$ cat src/rtl/polyphase_interp_ctrl.sv
// Delay-line sequencer for a polyphase FIR interpolator: clears the sample RAM,
// writes each accepted sample through port A, then sweeps port B over K taps x L phases.
//
// state   | meaning
// CLEAR   | zero the delay line, one word per cycle
// IDLE    | in_ready high, waiting for a sample
// WRITE   | newest sample on port A; first tap read is issued next
// RUN     | one tap read per cycle, phase outer / tap inner
// FLUSH   | last product drains into the MAC
module polyphase_interp_ctrl #(
    parameter int DW = 16,
    parameter int K  = 8,
    parameter int L  = 4,
    localparam int AW = $clog2(K),
    localparam int PW = (L > 2) ? $clog2(L) : 1,
    localparam int CW = $clog2(L * K)
) (
    input  logic          clk,
    input  logic          rst_n,
    input  logic          in_valid,
    input  logic [DW-1:0] in_data,
    output logic          in_ready,
    output logic          ram_en_a,
    output logic          ram_we_a,
    output logic [AW-1:0] ram_addr_a,
    output logic [DW-1:0] ram_din_a,
    output logic          ram_en_b,
    output logic          ram_we_b,
    output logic [AW-1:0] ram_addr_b,
    output logic [CW-1:0] coef_addr,
    output logic          mac_en,
    output logic          mac_clr,
    output logic          out_valid,
    output logic [PW-1:0] phase
);

    typedef enum logic [2:0] {
        S_CLEAR,
        S_IDLE,
        S_WRITE,
        S_RUN,
        S_FLUSH
    } state_t;

    state_t        state;
    logic [AW-1:0] clr_cnt;
    logic [AW-1:0] wr_ptr;
    logic [AW-1:0] last;
    logic [AW-1:0] rd_k;
    logic [PW-1:0] rd_p;
    logic          mac_last;
    logic [PW-1:0] mac_p;

    logic [AW-1:0] nxt_k;
    logic [PW-1:0] nxt_p;
    logic          last_read;

    always_comb begin
        nxt_k     = rd_k + AW'(1);
        nxt_p     = (rd_k == AW'(K - 1)) ? rd_p + PW'(1) : rd_p;
        last_read = (rd_k == AW'(K - 1)) && (rd_p == PW'(L - 1));
    end

    assign ram_we_b = 1'b0;

    always_ff @(posedge clk or negedge rst_n) begin
        if (!rst_n) begin
            state      <= S_CLEAR;
            clr_cnt    <= '0;
            wr_ptr     <= '0;
            last       <= '0;
            rd_k       <= '0;
            rd_p       <= '0;
            mac_last   <= 1'b0;
            mac_p      <= '0;
            in_ready   <= 1'b0;
            ram_en_a   <= 1'b0;
            ram_we_a   <= 1'b0;
            ram_addr_a <= '0;
            ram_din_a  <= '0;
            ram_en_b   <= 1'b0;
            ram_addr_b <= '0;
            coef_addr  <= '0;
            mac_en     <= 1'b0;
            mac_clr    <= 1'b0;
            out_valid  <= 1'b0;
            phase      <= '0;
        end else begin
            ram_en_a   <= 1'b0;
            ram_we_a   <= 1'b0;
            ram_addr_a <= '0;
            ram_din_a  <= '0;
            ram_en_b   <= 1'b0;
            ram_addr_b <= '0;
            coef_addr  <= '0;

            // MAC stage trails the port-B read by the RAM's one-cycle latency
            mac_en    <= ram_en_b;
            mac_clr   <= ram_en_b && (rd_k == '0);
            mac_last  <= ram_en_b && (rd_k == AW'(K - 1));
            mac_p     <= rd_p;
            out_valid <= mac_last;
            phase     <= mac_last ? mac_p : '0;

            case (state)
                S_CLEAR: begin
                    ram_en_a   <= 1'b1;
                    ram_we_a   <= 1'b1;
                    ram_addr_a <= clr_cnt;
                    clr_cnt    <= clr_cnt + AW'(1);
                    if (clr_cnt == AW'(K - 1)) begin
                        wr_ptr <= '0;
                        state  <= S_IDLE;
                    end
                end
                S_IDLE: begin
                    if (in_valid && in_ready) begin
                        in_ready   <= 1'b0;
                        ram_en_a   <= 1'b1;
                        ram_we_a   <= 1'b1;
                        ram_addr_a <= wr_ptr;
                        ram_din_a  <= in_data;
                        last       <= wr_ptr;
                        wr_ptr     <= wr_ptr + AW'(1);
                        state      <= S_WRITE;
                    end else begin
                        in_ready <= 1'b1;
                    end
                end
                S_WRITE: begin
                    ram_en_b   <= 1'b1;
                    ram_addr_b <= last;
                    coef_addr  <= '0;
                    rd_k       <= '0;
                    rd_p       <= '0;
                    state      <= S_RUN;
                end
                S_RUN: begin
                    if (last_read) begin
                        state <= S_FLUSH;
                    end else begin
                        ram_en_b   <= 1'b1;
                        ram_addr_b <= last - nxt_k;
                        coef_addr  <= {nxt_p, nxt_k};
                        rd_k       <= nxt_k;
                        rd_p       <= nxt_p;
                    end
                end
                S_FLUSH: begin
                    in_ready <= 1'b1;
                    state    <= S_IDLE;
                end
                default: state <= S_CLEAR;
            endcase
        end
    end

endmodule

$ cat config.mk
export PLATFORM = sky130hd
export DESIGN_NAME = polyphase_interp_ctrl
export DESIGN_NICKNAME = d
export VERILOG_FILES = /design/src/rtl/polyphase_interp_ctrl.sv
export SDC_FILE = /design/constraint.sdc
export NUM_CORES = 1
export LEC_CHECK = 0
export ABC_AREA = 1
export CAP_MARGIN = 20
export CORE_ASPECT_RATIO = 2
export CORE_MARGIN = 5
export CORE_UTILIZATION = 48
export DETAILED_ROUTE_END_ITERATION = 7
export PLACE_DENSITY_LB_ADDON = 0.1
export SYNTH_ARGS = -nofsm -noshare
export SYNTH_HDL_FRONTEND = slang
export SYNTH_SLANG_ARGS = --single-unit
$ cat constraint.sdc
create_clock -name clk -period 1.9 [get_ports clk]
set_input_delay 0.38 -clock clk [delete_from_list [all_inputs] [get_ports clk]]
set_output_delay 0.38 -clock clk [all_outputs]
set_load 0.05 [all_outputs]
== Yosys cells after proc, flatten, opt, wreduce, memory -nomap -nowiden ==
Cells that the tools add are included.
Storage, ports and cells
  logic and storage cells: 75
  flip-flop bits (word level): 55
  bits of input ports: 19
Cells by class
  equal/unequal tests: 11
  add/subtract/negate cells: 5
  mux-type cells: 27
  reductions and logical operators: 13
Operator list (number)
  16-bit 2-to-1 mux: 2
  3-bit 2-to-1 mux: 8
  3-bit case mux with 2 select lines: 4
  3-bit case mux with 5 select lines: 1
  5-bit 2-to-1 mux: 2
  3-bit by 1-bit adder with 3-bit output (second input constant): 3
  3-bit equality test (second input constant): 3
  2-bit != test (second input constant): 4
  3-bit by 2-bit equality test with 1-bit output (second input constant): 2
  3-bit logical NOT: 2
  2-bit 2-to-1 mux: 3
  1-bit case mux with 2 select lines: 3
  3-bit AND reduction: 2
  2-bit nonzero test: 3
  1-bit logical AND: 4
  2-bit case mux with 2 select lines: 1
  2-bit AND reduction: 2
  3-bit by 1-bit equality test with 1-bit output (second input constant): 1
  1-bit 2-to-1 mux: 3
  3-bit subtractor: 1
  2-bit by 1-bit adder with 2-bit output (second input constant): 1
  2-bit equality test (second input constant): 1

== Longest topological paths before layout ==
  word-level depth: 4
  gate-level depth with buffers: 9
  depth with buffers taken out: 9

== Worst setup path after synthesis ==
OpenSTA, ideal clock, no wires.
  kind: reg2reg
  start point: register rd_k[0]
  end point: register ram_addr_b[2]
  path slack: 293 ps
  required time: 1783 ps
  period minus slack after synthesis: 1607 ps
  cell stages (with the launch flop): 10
  arrival: 1489 ps
  cell sequence: dfrtp_1 > inv_1 > ha_1 > fa_1 > nor2_1 > inv_1 > nand2_1 > nand2_1 > nand3_1 > nand2_1
Between the ends
  word-level cells in the longest chain between the ends: 4
  elaborated cells on any way between the ends: 6
  classes of those cells: add/sub (2); eq/ne (1); mux (2); reduce/logical (1)
Ends and longest elaborated chain
  start: declaration: RTL line 49  | logic [AW-1:0] rd_k;
  start signal: assignment: RTL line 145  | rd_k <= nxt_k;
  3-bit by 1-bit adder with 3-bit output / 3-bit equality test (equally long branches): RTL line 59, 61
  3-bit subtractor / 1-bit logical AND (equally long branches): RTL line 143, 61
  3-bit 2-to-1 mux (*): RTL line 139  | if (last_read) begin
  3-bit case mux with 2 select lines (*): RTL line 105  | case (state)
  end signal: assignment: RTL line 132  | ram_addr_b <= last;
  end signal: assignment: RTL line 143  | ram_addr_b <= last - nxt_k;
  end: declaration: RTL line 29  | output logic [AW-1:0] ram_addr_b,
Mark *: on every way between the ends. The rest lies on a longest branch, timed or not.
A chain may end at the register's enable or synchronous reset.

== Worst setup path in the final report ==
  start point: register ram_din_a[15]
  end point: output port ram_din_a[15]
RTL lines
  start: declaration: RTL line 26  | output logic [DW-1:0] ram_din_a,
  start signal: assignment: RTL line 122  | ram_din_a <= in_data;
No word-level cell between the ends.

==> flow_metrics.py <==
metrics = {
    "clocking": {
        "cts_hold_buf": 0,
        "cts_resized": 0,
        "clockBufferDepth": 2,
        "clockRootBuffer": "clkbuf_8",
        "insertion_delay_ps": 300,
        "cts_max_level": 2,
        "cts.sinks": 55,
        "cts_buffers": 5,
        "cts_setup_buffers": 0,
        "clkSlewWorstSetupHoldPaths_ps": 90,
        "cts_tree": "yes",
    },
    "placement": {
        "place_congestion": 0.781,
        "hpwlAfterDp_um": 3260,
        "place_inst": 319,
        "portBuffers": 54,
        "placed_area_mm2": 0.00273,
    },
    "min_path": {
        "hold_class": "in -> async",
    },
    "timing": {
        "setup_violations": 0,
        "finalCriticalPeriod_ps": 1840,
        "slew_violations": 0,
        "slew_headroom_pct": 64.3,
        "rsz0062_at_grt": "no",
        "fin_worst_skew_ps": 5.89,
        "setup_tns_ps": 0,
        "tightest_slew_ps": 534,
        "max_freq_mhz": 544,
        "period_share_pct": 96.8,
        "hold_violations": 0,
    },
    "die": {
        "num_io_pins": 56,
        "coreArea_mm2": 0.00434,
        "fp.dieW_um": 57.3,
        "rows": 34,
        "dieHeight_um": 105,
        "start_util_pct": 49.5,
        "die_area_mm2": 0.00599,
    },
    "setup_path": {
        "setup.worst_path.start": "ram_din_a[15]",
        "path_cells": "clkdlybuf4s50_1",
        "critPathTopFamily": "buffers and inverters",
        "arrival_ps": 1460,
        "worstPathMaxFanout": 1,
        "crit_end": "ram_din_a[15]",
        "slowest_stage": "clkdlybuf4s50_1",
        "max_stage_delay_ps": 820,
        "r2r_setup_slack_ps": 190,
        "reg2reg_to": "ram_addr_b[2]",
        "crit_path_end_kind": "primary output",
        "startpoint_type": "register",
        "reg2reg_depth": 9,
        "critPathRequiredTime_ps": 1520,
        "crit_buf_inv": 1,
        "crit_cells": 1,
        "r2r_start": "rd_k[0]",
        "crit_type": "reg -> out",
    },
    "routing": {
        "wirelength_um": 4250,
        "vias": 1575,
        "drc": 0,
        "wl_per_cell_um": 13.0,
        "drt_pass1_iterations": 4,
        "drt-vias-per-instance": 4.82,
        "ant_nets": 0,
        "drt_iter0_markers": 34,
    },
    "synthesis": {
        "synth_cell_types": 25,
        "yosys_warnings": 0,
        "syn_avg_cell_area_um2": 10.1,
        "ys_ff_latch": 55,
        "synth_area_leaders": "dfrtp_1 (64%), nand2_1 (10%), ha_1 (4.7%)",
        "synth_top_area_share_pct": 64.1,
        "syn_nets": 240,
        "syn-cell-area_mm2": 0.00215,
        "ys_seq_area_share_pct": 64.1,
        "synthCells": 212,
        "synth_largest_area_cell": "dfrtp_1",
    },
    "flow_run": {
        "cap_violations": 0,
    },
    "power": {
        "swShare_pct": 41.5,
        "seqPwrFrac_pct": 37.8,
        "p_sw_mw": 1.71,
        "pwr-share-clk_pct": 18.8,
        "pwr_density_cell_mw_per_mm2": 1450,
        "comb_power_share_pct": 43.4,
        "p_int_mw": 2.41,
        "ir_drop_mv": 1.07,
        "leakage_nw": 1.48,
    },
    "layout": {
        "fillers": 386,
        "area_growth_pct": 32.6,
        "nets": 300,
        "final_cell_area_mm2": 0.00285,
        "fin_cells": 327,
        "drive_gt1_share_pct": 13.9,
        "n_antenna_cell": 0,
    },
    "grt": {
        "grt_pass1_vias": 1570,
        "grt_antenna_before_repair": 0,
        "grt.overflow.total": 0,
        "grt_use_total_pct": 15.3,
        "grt_max_degree": 56,
        "grt_pass1_wl_um": 7270,
    },
    "status": {
        "status": "complete, no violations",
    },
}
worst min-delay path by stage:
stage                     start            end
after global routing      rst_n   ram_din_a[7]
after CTS                 rst_n  ram_din_a[11]
after global placement    rst_n  ram_din_a[10]
after detailed placement  rst_n  ram_din_a[10]
after floorplan           rst_n     clr_cnt[0]
final                     rst_n  ram_din_a[10]
area by class of cell:
| type | instances | area [µm²] | share of cell area, % |
|---|---|---|---|
| clock buffers | 6 | 82.6 | 2.90 |
| clock inverters | 2 | 35.0 | 1.23 |
| inverters | 22 | 82.6 | 2.90 |
| multi-input cells | 131 | 663 | 23.3 |
| flip-flops and latches | 55 | 1380 | 48.4 |
| well taps | 54 | 67.6 | 2.37 |
| repair buffers | 57 | 538 | 18.9 |
metal layers:
layer	vias up	wire (µm)	global-route usage, %
li1	775	-	-
met1	763	1520	16.7
met2	33	2500	29.1
met3	4	184	3.09
met4	0	48	3.98
met5	-	0	0
registers in the layout (all words and copies together), names as in the netlist, 2 cells and up:
name	cells
clr_cnt	3
ram_addr_b	3
phase	2
wr_ptr	3
last	3
rd_k	3
ram_addr_a	3
rd_p	2
state	3
mac_p	2
coef_addr	5
ram_din_a	16
cell families (layout without fill, tap and decap cells):
kind of cell,after synthesis,after routing,synth area share (%)
AND/OR/NAND/NOR,103,103,20.0
flip-flops,55,55,64.1
XOR/XNOR,3,3,1.22
adder cells (fa/ha/maj),9,9,5.60
AO/OA/AOI/OAI,15,15,3.91
buffers and inverters,26,87,4.96
other,1,1,0.175
power groups by stage:
| stage | registers (mW) | clock network, mW | logic (mW) |
|---|---|---|---|
| 2_1_floorplan | 2.07 | 0 | 0.762 |
| 3_3_place_gp | 1.57 | 0 | 1.80 |
| 3_5_place_dp | 1.58 | 0 | 1.80 |
| 4_1_cts | 1.56 | 0.803 | 1.81 |
| 5_1_grt | 1.59 | 0.844 | 1.97 |
| 6_report | 1.55 | 0.774 | 1.78 |
cell usage after synthesis:
| master | instances |
|---|---|
| a21oi_1 | 2 |
| buf_2 | 1 |
| buf_4 | 2 |
| clkbuf_1 | 1 |
| conb_1 | 1 |
| dfrtp_1 | 55 |
| fa_1 | 1 |
| ha_1 | 8 |
| inv_1 | 15 |
| inv_2 | 7 |
| nand2_1 | 59 |
| nand2_2 | 1 |
| nand3_1 | 11 |
| nand3_2 | 1 |
| nand3b_1 | 1 |
| nor2_1 | 25 |
| nor2_2 | 2 |
| nor2_4 | 1 |
| nor3_1 | 1 |
| o211ai_1 | 1 |
| o21ai_1 | 9 |
| o21ai_2 | 1 |
| o22ai_1 | 2 |
| or2_0 | 1 |
| xor2_1 | 3 |
placed cells by master (no fill, tap or decap), types with 2 or more instances in the layout:
cell,instances
dfrtp_1,55
o22ai_1,2
clkdlybuf4s50_1,40
nor2_1,25
nand2_1,59
ha_1,8
clkbuf_8,6
o21ai_1,9
xor2_1,3
inv_1,15
inv_2,7
nand3_1,11
a21oi_1,2
nor2_2,2
buf_4,15
per-stage QoR:
stage | setup slack, ps | total power [mW] | hold slack, ps | util [%]
CTS | 44.1 | 4.17 | 64.5 | 65.6
global placement | 247 | 3.37 | 396 | 62.9
floorplan | 293 | 2.83 | 84.4 | -
detailed placement | 207 | 3.39 | 394 | 62.9
global route | 16.3 | 4.40 | 76.4 | 65.6
finish | 61.2 | 4.11 | 56.8 | 65.6
Note: power is estimated with default switching activity, not from simulation.
